==> config.mk <==
export PLATFORM = sky130hd
export DESIGN_NAME = fsm6_seq_detector
export DESIGN_NICKNAME = d
export VERILOG_FILES = /design/src/rtl/fsm6_pkg.sv /design/src/rtl/fsm6_next_state.sv /design/src/rtl/fsm6_seq_detector.sv
export SDC_FILE = /design/constraint.sdc
export NUM_CORES = 1
export LEC_CHECK = 0
export ABC_AREA = 1
export ABC_CLOCK_PERIOD_IN_PS = 1050
export BUFFER_PORTS_ARGS = -buffer_cell sky130_fd_sc_hd__buf_4
export CORE_AREA = 2 2 39 41
export CTS_CLUSTER_SIZE = 8
export DETAILED_ROUTE_END_ITERATION = 8
export DIE_AREA = 0 0 41 43
export PLACE_DENSITY = 0.3
export SETUP_SLACK_MARGIN = 0.05
export SLEW_MARGIN = 5
export SYNTH_ARGS = -nofsm -noshare
export SYNTH_HDL_FRONTEND = slang
export SYNTH_HIERARCHICAL = 1
export SYNTH_SLANG_ARGS = --single-unit
==> constraint.sdc <==
create_clock -name clk -period 1.05 [get_ports clk]
set_clock_uncertainty 0.1 [all_clocks]
set_input_delay 0.21 -clock clk [delete_from_list [all_inputs] [get_ports clk]]
set_output_delay 0.21 -clock clk [all_outputs]
set_load 0.02 [all_outputs]
==> src/rtl/fsm6_pkg.sv <==
// Shared constants for the 10110 serial detector: state codes, pattern, counter width.
// Optional counter is enabled with macro FSM6_DET_COUNT_EN.
package fsm6_pkg;

    typedef enum logic [2:0] {
        S0 = 3'd0,
        S1 = 3'd1,
        S2 = 3'd2,
        S3 = 3'd3,
        S4 = 3'd4,
        S5 = 3'd5
    } state_e;

    localparam logic [4:0] PATTERN = 5'b10110;
    localparam int         PAT_LEN = 5;

    localparam int               CNT_W   = 8;
    localparam logic [CNT_W-1:0] CNT_MAX = {CNT_W{1'b1}};

    // Only the full-match state flags a detection; illegal codes never do.
    function automatic logic is_detect(input state_e s);
        return (s == S5);
    endfunction

endpackage

==> src/rtl/fsm6_next_state.sv <==
// Combinational next-state function for the 10110 detector (prefix-tracking, overlap-aware).
// Zero latency; no flow control.
module fsm6_next_state
    import fsm6_pkg::*;
(
    input  state_e state_i,
    input  logic   seq_i,
    output state_e next_o
);

    always_comb begin
        next_o = S0;
        case (state_i)
            S0: next_o = seq_i ? S1 : S0;
            S1: next_o = seq_i ? S1 : S2;
            S2: next_o = seq_i ? S3 : S0;
            S3: next_o = seq_i ? S4 : S2;
            S4: next_o = seq_i ? S1 : S5;
            // Trailing "10" of a match plus a new 1 is already "101".
            S5: next_o = seq_i ? S3 : S0;
            default: next_o = S0;
        endcase
    end

endmodule

==> src/rtl/fsm6_seq_detector.sv <==
// Moore detector for serial pattern 10110; dout is high for each cycle spent in S5.
// Macro FSM6_DET_COUNT_EN adds a saturating 8-bit match counter (det_count).
module fsm6_seq_detector
    import fsm6_pkg::*;
(
    input  logic             clk,
    input  logic             rst,
    input  logic             seq,
    output logic             dout
`ifdef FSM6_DET_COUNT_EN
    ,
    output logic [CNT_W-1:0] det_count
`endif
);

    state_e state_q;
    state_e state_d;

    fsm6_next_state u_next_state (
        .state_i (state_q),
        .seq_i   (seq),
        .next_o  (state_d)
    );

    always_ff @(posedge clk or negedge rst) begin
        if (!rst) begin
            state_q <= S0;
        end else begin
            state_q <= state_d;
        end
    end

    // Decoded from the state register only, so seq has no path to dout.
    assign dout = is_detect(state_q);

`ifdef FSM6_DET_COUNT_EN
    logic [CNT_W-1:0] cnt_q;
    logic [CNT_W-1:0] cnt_d;

    always_comb begin
        cnt_d = cnt_q;
        if (is_detect(state_d) && (cnt_q != CNT_MAX)) begin
            cnt_d = cnt_q + 1'b1;
        end
    end

    always_ff @(posedge clk or negedge rst) begin
        if (!rst) begin
            cnt_q <= '0;
        end else begin
            cnt_q <= cnt_d;
        end
    end

    assign det_count = cnt_q;
`endif

endmodule

==> flow_metrics.tcl <==
set metrics [dict create \
    synth_cell_types 9 \
    grt_antenna_before_repair 0 \
    syn_avg_cell_area_sq_um 6.93 \
    cp.required_ns 0.74 \
    largest-register "state_q" \
    clk_latency_ns 0.23 \
    status "finished, violations left" \
    grt_max_degree 6 \
    place_hpwl_microns 280 \
    root_buffer "clkbuf_4" \
    leakagePower_nw 0.154 \
    ys_seq_elements 3 \
    dpl-instance-area_sq_um 209 \
    startpoint_type "register" \
    grt_overflow 0 \
    syn-instance-count 24 \
    finalSetupTns_ns -0.173 \
    final_design_area_no_fill_sq_um 297 \
    die_x_microns 41 \
    grt_pass1_vias 166 \
    maxCapViolations 0 \
    synthSimpleGateAreaFrac 0.353 \
    seqPwrFrac 0.292 \
    final_hold_viol_count 0 \
    synth_compound_area_frac 0.0827 \
    netSwitchingFraction 0.309 \
    maxSlewViolCount 0 \
    start_util 0.120 \
    yosysWarnings 6 \
    cp-end-kind "output pin" \
    htreeDepth 1 \
    finalPower_mw 0.521 \
    first_iter_violations 2 \
    final_common_cell "nand2_1" \
    postLayoutCoreUtil 0.214 \
    synthMuxAreaShare 0 \
    p_sw_mw 0.161 \
    largest_reg_flops 3 \
    top_usage_layer "met2" \
    synth_seq_area_share 0.451 \
    cts_tree "done" \
    power_frac_comb 0.326 \
    port_buffers 3 \
    vias_per_cell 3.52 \
    syn-cell-area_sq_um 166 \
    grt_util_met2 0.0813 \
    violations "negative setup slack" \
    die_y_microns 43 \
    mostFrequentLayoutCells "7 x nand2_1, 5 x buf_4" \
    synth_top_family_by_area "simple AND/OR/NAND/NOR gates" \
    drc 0 \
    row_count 14 \
    min_period_over_period 1.13 \
    hold_path_class "primary input to register" \
    setup_viol 3 \
    wl_per_cell_microns 8.52 \
    clk_pin_slew_ns 0.04 \
    dieArea_sq_um 1760 \
    dr.pass1.iters 3 \
    max-slew-margin-rel 0.927 \
    syn_nets 27 \
    cts_buffers 3 \
    power_density_nw_per_um2 1760 \
    cp_data_arrival_time_ns 0.87 \
    criticalPathCategory "register to output pin" \
    antenna_left 0 \
    finalNetCount 40 \
    syn2layout_area_growth_pct 78.2 \
    gp_congestion 0.584 \
    n_fill_cell 161 \
    grt_usage 0.0574 \
    routed_wl_microns 443 \
    num_vias 183 \
    rsz0062_at_grt "true" \
    use_met3 0.0314 \
    reg_top3 "state_q (3)" \
    worst_pin_slew_ns 0.109 \
    crit_fanout 2 \
    grt_pass1_wl_microns 600 \
    clock_power_share 0.382 \
    p_int_mw 0.360 \
    timing.final.ws_setup_ns -0.132 \
    clock_sinks 3 \
    fmax_mhz 846 \
    ioPinCount 4 \
    holdWs_ns 0.141 \
    num_antenna_cells 0 \
    grt_util_met1 0.0519 \
    drive_gt1_frac 0.500 \
    core_area_sq_um 1380 \
    irDropWorstVdd_mv 0.517 \
    yosys.area_share.adder 0 \
    fin_crit_ns 1.18 \
    synth_xor_area_frac 0 \
    cts_max_path_buffers 2 \
]
==> logic make-up (layout without fill, tap and decap cells) <==
logic type	after synthesis	count (layout)
AOI/OAI and AO/OA	2	2
buffers and inverters	5	17
DFF	3	3
and+or+nand+nor	14	14
==> final cells by class <==
type                       instances  area, sq um  area share
multi-input combinational         16         83.8       0.283
sequential                         3         75.1       0.253
timing repair buffer               8         70.1       0.236
clock buffer                       4         26.3      0.0886
inverter                           5         21.3      0.0717
tap                               16         20.0      0.0675
==> cells in the mapped netlist, drive strengths merged <==
cell   instances  area, sq um
nand2          9         33.8
nor2           2         10.0
dfrtp          3         75.1
o21ai          2         13.8
inv            5         18.8
nand3          3         15.0
==> layer usage <==
layer  up-vias  wire, microns
met1        84            173
met4         0              0
met2         4            246
li1         95              -
met5         -              0
met3         0             23
==> final timing paths <==
kind / start / end / slack [ns] / depth (start not counted)
max reg2reg: state_q[2] / state_q[1] / -0.02 / 6
min reg2reg: state_q[0] / state_q[2] / 0.59 / 4
min in group asynchronous: rst / state_q[1] / 0.20 / 2
min: seq / state_q[2] / 0.14 / 3
max in group asynchronous: rst / state_q[0] / 0.56 / 2
max: state_q[2] / dout / -0.13 / 3
==> what timing repair did <==
item / in CTS / in global routing
endpoints found under the setup margin: 1 / 4
gates resized for setup: 2 / 5
hold buffers: 1 / 0
endpoints found under the hold margin: 3 / 0
cloned: 0 / 0
setup buffers: 3 / 1
pin swaps: 1 / 1
==> worst max-delay path: stages (launching register included) <==
cell and delay, ns:
dfrtp_1 0.36, nand2_1 0.07, nor2_2 0.09, buf_6 0.12
==> power groups by stage <==
stage	logic, mW	clock network (mW)	registers, mW
final	0.170	0.199	0.152
after global placement	0.0844	0	0.170
after CTS	0.147	0.213	0.152
after detailed placement	0.0863	0	0.171
after global routing	0.183	0.229	0.154
after floorplan	0.0637	0	0.163
==> per-stage QoR <==
step / std cells / worst slack, ns
after global placement: 43 / 0.0306
after floorplan: 24 / 0.0846
after detailed placement: 43 / 0.0203
after global routing: 52 / -0.181
after CTS: 51 / -0.133
final: 52 / -0.132
(Power assumes the default switching activity.)
